File: config.mk
export PLATFORM = sky130hd
export DESIGN_NAME = carfield_periph_apb_router
export DESIGN_NICKNAME = d
export VERILOG_FILES = /design/src/rtl/carfield_periph_apb_router.sv
export SDC_FILE = /design/constraint.sdc
export NUM_CORES = 1
export LEC_CHECK = 0
export ABC_AREA = 1
export BUFFER_PORTS_ARGS = -buffer_cell sky130_fd_sc_hd__buf_2
export CAP_MARGIN = 20
export CORE_AREA = 2 2 150 152
export DETAILED_ROUTE_END_ITERATION = 6
export DIE_AREA = 0 0 152 154
export SLEW_MARGIN = 20
export SYNTH_ARGS = -nofsm -noshare
export SYNTH_HDL_FRONTEND = slang
export SYNTH_SLANG_ARGS = --single-unit
File: constraint.sdc
create_clock -name clk_i -period 4.1 [get_ports clk_i]
set_input_delay 0.41 -clock clk_i [delete_from_list [all_inputs] [get_ports clk_i]]
set_output_delay 0.41 -clock clk_i [all_outputs]
set_load 0.005 [all_outputs]
File: src/rtl/carfield_periph_apb_router.sv
// APB demux from the SoC peripheral port to the Carfield peripherals with registered re-issue and response.
// Optional hung-slave abort is compiled in with CARFIELD_APB_ROUTER_TIMEOUT_EN.
module carfield_periph_apb_router #(
    parameter int unsigned                NumSlv        = 6,
    parameter logic [NumSlv-1:0][31:0]    SlvBase       = {32'h2002_9000, 32'h2000_9000, 32'h2000_7000,
                                                           32'h2000_5000, 32'h2000_4000, 32'h2000_1000},
    parameter logic [NumSlv-1:0][31:0]    SlvSize       = {32'h0000_8000, 32'h0000_1000, 32'h0000_1000,
                                                           32'h0000_1000, 32'h0000_1000, 32'h0000_1000},
    parameter logic [NumSlv-1:0]          SlvEnable     = 6'b111111,
    parameter int unsigned                TimeoutCycles = 256
) (
    input  logic                   clk_i,
    input  logic                   rst_ni,
    input  logic [31:0]            s_paddr_i,
    input  logic                   s_psel_i,
    input  logic                   s_penable_i,
    input  logic                   s_pwrite_i,
    input  logic [31:0]            s_pwdata_i,
    input  logic [3:0]             s_pstrb_i,
    output logic [31:0]            s_prdata_o,
    output logic                   s_pready_o,
    output logic                   s_pslverr_o,
    output logic [31:0]            m_paddr_o,
    output logic                   m_pwrite_o,
    output logic                   m_penable_o,
    output logic [31:0]            m_pwdata_o,
    output logic [3:0]             m_pstrb_o,
    output logic [NumSlv-1:0]      m_psel_o,
    input  logic [NumSlv*32-1:0]   m_prdata_i,
    input  logic [NumSlv-1:0]      m_pready_i,
    input  logic [NumSlv-1:0]      m_pslverr_i,
    output logic                   timeout_o
);

    localparam int unsigned IdxW = (NumSlv > 1) ? $clog2(NumSlv) : 1;

    localparam logic [2:0] IDLE    = 3'd0;
    localparam logic [2:0] DSETUP  = 3'd1;
    localparam logic [2:0] DACCESS = 3'd2;
    localparam logic [2:0] RESP    = 3'd3;
    localparam logic [2:0] ERR     = 3'd4;

    localparam logic [NumSlv-1:0] SelOne  = {{(NumSlv-1){1'b0}}, 1'b1};
    localparam logic [31:0]       AbortData = 32'hBADC_AB1E;

    logic [2:0]        state_q, state_d;
    logic [31:0]       addr_q, wdata_q;
    logic              write_q;
    logic [3:0]        strb_q;
    logic [IdxW-1:0]   idx_q, idx_d, dec_idx_s;
    logic              dec_hit_s, latch_s, slv_ready_s, abort_s;
    logic [31:0]       rsp_data_s;
    logic              rsp_err_s;

    logic [31:0]       prdata_q;
    logic              pready_q, pslverr_q, penable_q, timeout_q;
    logic [NumSlv-1:0] psel_q;

    // 33-bit compare so a window ending at the top of the address space cannot wrap
    function automatic logic in_window(input logic [31:0] addr, input logic [31:0] base,
                                       input logic [31:0] size);
        logic [32:0] lo;
        logic [32:0] hi;
        lo = {1'b0, base};
        hi = lo + {1'b0, size};
        return ({1'b0, addr} >= lo) && ({1'b0, addr} < hi);
    endfunction

    // Address decode; scanning downwards lets the lowest matching index win
    always_comb begin
        dec_hit_s = 1'b0;
        dec_idx_s = '0;
        for (int i = NumSlv - 1; i >= 0; i--) begin
            dec_idx_s = (SlvEnable[i] && in_window(s_paddr_i, SlvBase[i], SlvSize[i])) ? IdxW'(i) : dec_idx_s;
            dec_hit_s = dec_hit_s | (SlvEnable[i] && in_window(s_paddr_i, SlvBase[i], SlvSize[i]));
        end
    end

    assign latch_s     = (state_q == IDLE) && s_psel_i && !s_penable_i;
    assign idx_d       = latch_s ? dec_idx_s : idx_q;
    assign slv_ready_s = m_pready_i[idx_q];

`ifdef CARFIELD_APB_ROUTER_TIMEOUT_EN
    localparam logic [15:0] ToLast = 16'(TimeoutCycles - 1);
    logic [15:0] cnt_q, cnt_d;

    // Count unanswered ACCESS cycles; anything else (including ACCESS entry) clears it
    always_comb begin
        if ((state_q == DACCESS) && !slv_ready_s) begin
            cnt_d = cnt_q + 16'd1;
        end else begin
            cnt_d = 16'd0;
        end
    end

    assign abort_s = (state_q == DACCESS) && !slv_ready_s && (cnt_q == ToLast);

    // Watchdog counter register
    always_ff @(posedge clk_i or negedge rst_ni) begin
        if (!rst_ni) begin
            cnt_q <= 16'd0;
        end else begin
            cnt_q <= cnt_d;
        end
    end
`else
    logic [31:0] timeout_cfg_unused_s;
    assign timeout_cfg_unused_s = 32'(TimeoutCycles);
    assign abort_s              = 1'b0;
`endif

    // Transfer sequencing
    always_comb begin
        state_d = state_q;
        case (state_q)
            IDLE: begin
                if (latch_s) begin
                    state_d = dec_hit_s ? DSETUP : ERR;
                end else begin
                    state_d = IDLE;
                end
            end
            DSETUP:  state_d = DACCESS;
            DACCESS: begin
                if (slv_ready_s || abort_s) begin
                    state_d = RESP;
                end else begin
                    state_d = DACCESS;
                end
            end
            RESP:    state_d = IDLE;
            ERR:     state_d = IDLE;
            default: state_d = IDLE;
        endcase
    end

    // Response payload captured on leaving ACCESS
    always_comb begin
        if (abort_s) begin
            rsp_data_s = AbortData;
            rsp_err_s  = 1'b1;
        end else begin
            rsp_data_s = m_prdata_i[32*idx_q +: 32];
            rsp_err_s  = m_pslverr_i[idx_q];
        end
    end

    // Latched request and FSM state
    always_ff @(posedge clk_i or negedge rst_ni) begin
        if (!rst_ni) begin
            state_q <= IDLE;
            addr_q  <= 32'd0;
            wdata_q <= 32'd0;
            write_q <= 1'b0;
            strb_q  <= 4'd0;
            idx_q   <= '0;
        end else begin
            state_q <= state_d;
            idx_q   <= idx_d;
            if (latch_s) begin
                addr_q  <= s_paddr_i;
                wdata_q <= s_pwdata_i;
                write_q <= s_pwrite_i;
                strb_q  <= s_pstrb_i;
            end
        end
    end

    // Outputs are registered from next state, so no m_* input reaches an s_* output combinationally
    always_ff @(posedge clk_i or negedge rst_ni) begin
        if (!rst_ni) begin
            prdata_q  <= 32'd0;
            pready_q  <= 1'b0;
            pslverr_q <= 1'b0;
            psel_q    <= '0;
            penable_q <= 1'b0;
            timeout_q <= 1'b0;
        end else begin
            pready_q  <= (state_d == RESP) || (state_d == ERR);
            pslverr_q <= (state_d == RESP) ? rsp_err_s : (state_d == ERR);
            prdata_q  <= (state_d == RESP) ? rsp_data_s : 32'd0;
            psel_q    <= ((state_d == DSETUP) || (state_d == DACCESS)) ? (SelOne << idx_d) : '0;
            penable_q <= (state_d == DACCESS);
            timeout_q <= abort_s;
        end
    end

    assign s_prdata_o  = prdata_q;
    assign s_pready_o  = pready_q;
    assign s_pslverr_o = pslverr_q;
    assign m_paddr_o   = addr_q;
    assign m_pwrite_o  = write_q;
    assign m_pwdata_o  = wdata_q;
    assign m_pstrb_o   = strb_q;
    assign m_psel_o    = psel_q;
    assign m_penable_o = penable_q;
    assign timeout_o   = timeout_q;

endmodule

==> results.py, run 1 <==
metrics = {
    "outcome": {
        "outcome": "completed",
    },
    "die": {
        "core_area_um2": 21700,
        "fp.dieH_um": 154,
        "die_w_um": 152,
        "rows": 54,
        "start_util": 0.294,
        "io-pin-count": 388,
        "die-area_um2": 23400,
    },
    "power": {
        "powerDensity_nw_per_um2": 524,
        "power.total_mw": 4.77,
        "p_leak_nw": 5.23,
        "ir_worst_vdd_mv": 0.185,
    },
    "clock_network": {
        "tritoncts": "yes",
        "hold_buffers": 0,
        "clock_latency_ns": 0.42,
        "htree_levels": 4,
        "cts_root_buf": "clkbuf_16",
        "cts_resized": 0,
        "cts.sinks": 116,
        "cts_made_buffers": 17,
        "postCtsSetupBuffers": 0,
        "clock_path_buffers": 2,
        "clkSlewWorstSetupHoldPaths_ns": 0.06,
    },
    "timing": {
        "rsz0062_at_grt": "no",
        "final_max_slew_viol_count": 0,
        "max_freq_mhz": 373,
        "slew_headroom": 0.463,
        "tightest_slew_ns": 0.806,
        "fin_crit_ns": 2.68,
        "setup_tns_ns": 0,
        "finClkSkew_ns": 0.0151,
        "fin_ws_ns": 1.42,
        "final_hold_viol_count": 0,
        "setup_viol": 0,
        "min_period_over_period": 0.654,
    },
    "drt": {
        "drt-pass1-iter-count": 5,
        "via_per_inst": 4.58,
        "drc": 0,
        "drt-total-wl_mm": 23.7,
        "vias": 7048,
        "drt_iter0_drc": 437,
        "drtAntennaViolNets": 0,
        "wl_per_cell_um": 15.4,
    },
    "logic_synthesis": {
        "avgSynthCellArea_um2": 7.21,
        "synth.area.mux_share": 0,
        "ys_seq_elements": 116,
        "yosysTopAreaCell": "dfrtp_1",
        "synth_compound_area_frac": 0.0835,
        "synth_top_family_by_area": "simple AND/OR/NAND/NOR gates",
        "seq_area_frac_synth": 0.455,
        "netlist_area_um2": 6390,
        "synth-xor-area-share": 0,
        "ys.warnings.count": 0,
        "yosysUniqueCellTypes": 35,
        "synth_cells": 886,
        "synth_area_leaders": "dfrtp_1, nand2_1, nand3_1, a32oi_1, nor2_1",
        "synth_top_area_frac": 0.455,
        "synthesis.nets": 1163,
        "synthAdderAreaFrac": 0,
        "yosys.area_share.simple": 0.406,
    },
    "critical_path": {
        "path_cells": "clkinv_2 > o21ai_0 > o22ai_1 > nand2_1 > o21ai_1 > nand3_2 > buf_4 > o21ai_1",
        "slowest_stage": "dfrtp_4",
        "crit_top_cell": "o21ai_1",
        "arrival_ns": 2.98,
        "endpoint_kind": "flop",
        "crit_type": "reg2reg",
        "startpoint_type": "flop",
        "critPathMaxStageDelay_ns": 0.67,
        "crit_fanout": 45,
        "critPathRequiredTime_ns": 4.40,
    },
    "place": {
        "io_buffers": 386,
        "pre_cts_slack_ns": 1.43,
        "place_congestion": 0.831,
        "placedInstanceArea_um2": 8510,
        "hpwlAfterDp_mm": 18.0,
    },
    "global_route": {
        "grt_max_degree": 69,
        "grt_pass1_wl_mm": 36.9,
        "grt_use_total": 0.199,
        "antenna_found_initial": 2,
        "gr-total-overflow": 0,
        "grt_pass1_vias": 6924,
    },
    "finish": {
        "finalNetCount": 1521,
        "drive_above_1_share": 0.377,
        "fin_util": 0.419,
        "final_area_um2": 9090,
        "areaGrowthSynthToFinish_pct": 42.3,
    },
    "min_path": {
        "hp-class": "in2async",
    },
    "run": {
        "maxCapViolCount": 0,
    },
}
worst max-delay path: cells and delay by family (launching register included):
family | cells | cell delay (ns)
flops | 1 | 0.67
simple gates | 2 | 0.31
buf+inv | 2 | 0.90
compound gates | 4 | 0.65
kinds of logic after synthesis:
family,count (synthesis)
other cells,1
compound gates,76
flops,116
simple gates,609
buf+inv,84
final cells by class:
class | count | area (um2)
fill | 2292 | 12600
clock inverter | 14 | 129
clock buffer | 18 | 439
multi-input combinational | 686 | 3140
antenna | 2 | 5.00
inverter | 28 | 106
timing repair buffer | 395 | 2010
tap | 280 | 350
sequential | 116 | 2910
Yosys cell counts (all sizes together):
library cell and number:
a31oi 1, nor2 78, clkinv 1, nand4 5
o22ai 3, buf 19, a21oi 11, a32oi 31
nor4 1, a2bb2oi 1, conb 1, nand3 79
nor3 1, o21a 1, inv 27, clkbuf 37
o21ai 27, o211ai 1, dfrtp 116, nand2 445
state kept, by name (all words and copies together) (netlist names):
name,flops
m_paddr_o,32
m_pwdata_o,32
s_prdata_o,32
m_psel_o,6
m_pstrb_o,4
idx_q,3
state_q,3
m_penable_o,1
m_pwrite_o,1
s_pready_o,1
s_pslverr_o,1
through the flow:
stage | cells | hold slack, ns
CTS | 1537 | 0.109
detailed placement | 1505 | 0.453
floorplan | 886 | 0.114
finish | 1539 | 0.0881
global placement | 1505 | 0.449
global route | 1539 | 0.137
routing by layer:
metal / part of all wire / GRT usage / up-vias
li1: - / - / 3550
met1: 0.41 / 0.246 / 3169
met2: 0.50 / 0.339 / 298
met3: 0.067 / 0.0476 / 31
met4: 0.022 / 0.0690 / 0
met5: 0 / 0 / -
placed cells by master (no fill, tap or decap), types with 9 or more instances in the layout:
cell type and count:
buf_4 9, inv_1 20, buf_2 385, nand3_1 71, nor2_2 10, clkbuf_16 17
o21ai_0 21, nand2_1 436, a32oi_1 31, nor2_1 61, dfrtp_1 115
final timing paths:
path                                from       endpoint  slack [ns]  depth (start not counted)
max                             idx_q[0]    s_pslverr_o        1.42                          8
min                               rst_ni  m_paddr_o[10]        0.09                          1
max reg2reg                     idx_q[0]    s_pslverr_o        1.42                          8
min reg2reg                m_paddr_o[27]  m_paddr_o[27]        0.46                          2
max in group asynchronous         rst_ni       idx_q[0]        3.19                          2
min in group clk_i         s_pwdata_i[5]  m_pwdata_o[5]        0.19                          3
report_power, final:
group	internal, mW	switching, mW	total (mW)
Clock	0.855	0.573	1.43
Combinational	0.655	0.873	1.53
Sequential	1.59	0.222	1.81
Total	3.10	1.67	4.77
Note: power is estimated with default switching activity, not from simulation.
==> run 2: changes to the inputs <==
--- a/config.mk
+++ b/config.mk
@@ -8,9 +8,9 @@
 export ABC_AREA = 1
 export BUFFER_PORTS_ARGS = -buffer_cell sky130_fd_sc_hd__buf_2
 export CAP_MARGIN = 20
-export CORE_AREA = 2 2 150 152
+export CORE_AREA = 2 2 152 154
 export DETAILED_ROUTE_END_ITERATION = 6
-export DIE_AREA = 0 0 152 154
+export DIE_AREA = 0 0 154 156
 export SLEW_MARGIN = 20
 export SYNTH_ARGS = -nofsm -noshare
 export SYNTH_HDL_FRONTEND = slang
==> constraint.sdc (replaced) <==
create_clock -name clk_i -period 2.69 [get_ports clk_i]
set_input_delay 0.269 -clock clk_i [delete_from_list [all_inputs] [get_ports clk_i]]
set_output_delay 0.269 -clock clk_i [all_outputs]
set_load 0.005 [all_outputs]
==> results.py, run 2 (same netlist as run 1, synthesis figures left out) <==
metrics = {
    "critical_path": {
        "crit_fanout": 34,
        "cp_num_buf_inv": 2,
        "startpoint_type": "flop",
        "critPathRequiredTime_ns": 2.97,
        "slowest_stage": "dfrtp_4",
        "critPathLaunch": "idx_q[0]",
        "crit_type": "reg2reg",
        "cp_top_family": "compound AO/OA/AOI/OAI gates",
        "rr_startpoint": "idx_q[0]",
        "arrival_ns": 2.30,
        "path_cells": "buf_4 > o21ai_0 > o22ai_1 > nand2_1 > o21ai_1 > nand3_2 > buf_4 > nand2_1 > a21oi_1",
        "critPathMaxStageDelay_ns": 0.42,
        "endpoint_kind": "flop",
    },
    "power": {
        "clockPowerShare": 0.308,
        "ir_worst_vdd_mv": 0.291,
        "powerDensity_nw_per_um2": 802,
        "power_frac_comb": 0.320,
        "swShare": 0.342,
        "p_sw_mw": 2.52,
        "power.total_mw": 7.37,
        "p_leak_nw": 5.28,
        "power_frac_seq": 0.372,
        "p_int_mw": 4.85,
    },
    "finish": {
        "drive_above_1_share": 0.381,
        "nFillCells": 2366,
        "layout_commonest_cell": "nand2_1",
        "stdcell_count": 1555,
        "fin_util": 0.411,
        "final_area_um2": 9200,
        "areaGrowthSynthToFinish_pct": 44.0,
        "multi_input_area_um2": 3140,
        "mostFrequentLayoutCells": "nand2_1, buf_2, dfrtp_1, nand3_1, nor2_1",
        "seqCellArea_um2": 2910,
        "finalNetCount": 1532,
    },
    "timing": {
        "holdWs_ns": 0.0553,
        "final_max_slew_viol_count": 0,
        "tightest_slew_ns": 0.674,
        "fin_ws_ns": 0.666,
        "max_freq_mhz": 494,
        "finClkSkew_ns": 0.0129,
        "rsz0062_at_grt": "no",
        "setup_viol": 0,
        "fin_crit_ns": 2.02,
        "slew_headroom": 0.551,
        "min_period_over_period": 0.753,
        "setup_tns_ns": 0,
        "final_hold_viol_count": 0,
    },
    "clock_network": {
        "cts_made_buffers": 17,
        "clkSlewWorstSetupHoldPaths_ns": 0.06,
        "clock_path_buffers": 2,
        "tritoncts": "yes",
        "postCtsSetupBuffers": 0,
        "cts_resized": 0,
        "cts_root_buf": "clkbuf_16",
        "clock_latency_ns": 0.41,
        "htree_levels": 4,
        "cts.sinks": 116,
        "hold_buffers": 1,
    },
    "place": {
        "placed_cells": 1520,
        "hpwlAfterDp_mm": 18.6,
        "pre_cts_slack_ns": 0.650,
        "place_congestion": 0.848,
        "placedInstanceArea_um2": 8590,
        "io_buffers": 386,
    },
    "drt": {
        "wl_per_cell_um": 15.7,
        "vias": 7199,
        "drc": 0,
        "drtAntennaViolNets": 0,
        "drt_iter0_drc": 519,
        "drt-pass1-iter-count": 7,
        "via_per_inst": 4.63,
        "drt-total-wl_mm": 24.4,
    },
    "global_route": {
        "grt_pass1_wl_mm": 36.8,
        "antenna_found_initial": 6,
        "grt_use_total": 0.197,
        "grt_max_degree": 67,
        "gr-total-overflow": 0,
        "grt_pass1_vias": 6903,
    },
    "min_path": {
        "hp-class": "in2reg",
        "hp-start": "s_pwdata_i[17]",
    },
    "outcome": {
        "outcome": "completed",
    },
    "die": {
        "die-area_um2": 24000,
        "io-pin-count": 388,
        "fp.dieH_um": 156,
        "start_util": 0.286,
        "core_area_um2": 22400,
        "die_w_um": 154,
        "rows": 55,
    },
    "run": {
        "maxCapViolCount": 0,
    },
}
-- run 2: worst paths after layout --
path | endpoint | slack, ns | cells after the start
worst max-delay path | m_psel_o[0] | 0.67 | 9
worst min-delay path | m_pwdata_o[17] | 0.06 | 3
worst max register to register | m_psel_o[0] | 0.67 | 9
worst min register to register | m_paddr_o[23] | 0.46 | 2
max in group asynchronous | m_penable_o | 1.53 | 3
min in group asynchronous | m_paddr_o[8] | 0.43 | 2
-- run 2: power by group through the flow --
stage	registers [mW]	logic (mW)	clock network (mW)
floorplan	2.83	1.03	0
global placement	2.75	2.37	0
detailed placement	2.77	2.39	0
CTS	2.74	2.40	2.34
global route	2.82	2.69	2.43
finish	2.74	2.36	2.27
-- run 2: cell type report --
cell class	instances	share of cell area
multi-input cells	686	0.341
flip-flops and latches	116	0.316
repair buffers	406	0.228
clock buffers	20	0.0497
well taps	285	0.0388
clock inverters	12	0.0142
inverters	28	0.0114
diodes	2	0.000544
-- run 2: routing by layer --
layer	track usage	vias to the layer above	wire, um
met5	0	-	13
met4	0.0676	2	566
met3	0.0453	39	1570
met2	0.348	316	12300
met1	0.236	3269	9980
li1	-	3573	-
-- run 2: worst reg2reg max path: stages, from the launching register on --
cell and delay, ns:
dfrtp_4 0.42, buf_4 0.33, o21ai_0 0.15, o22ai_1 0.21, nand2_1 0.07, o21ai_1 0.10, nand3_2 0.07, buf_4 0.20
nand2_1 0.23, a21oi_1 0.12
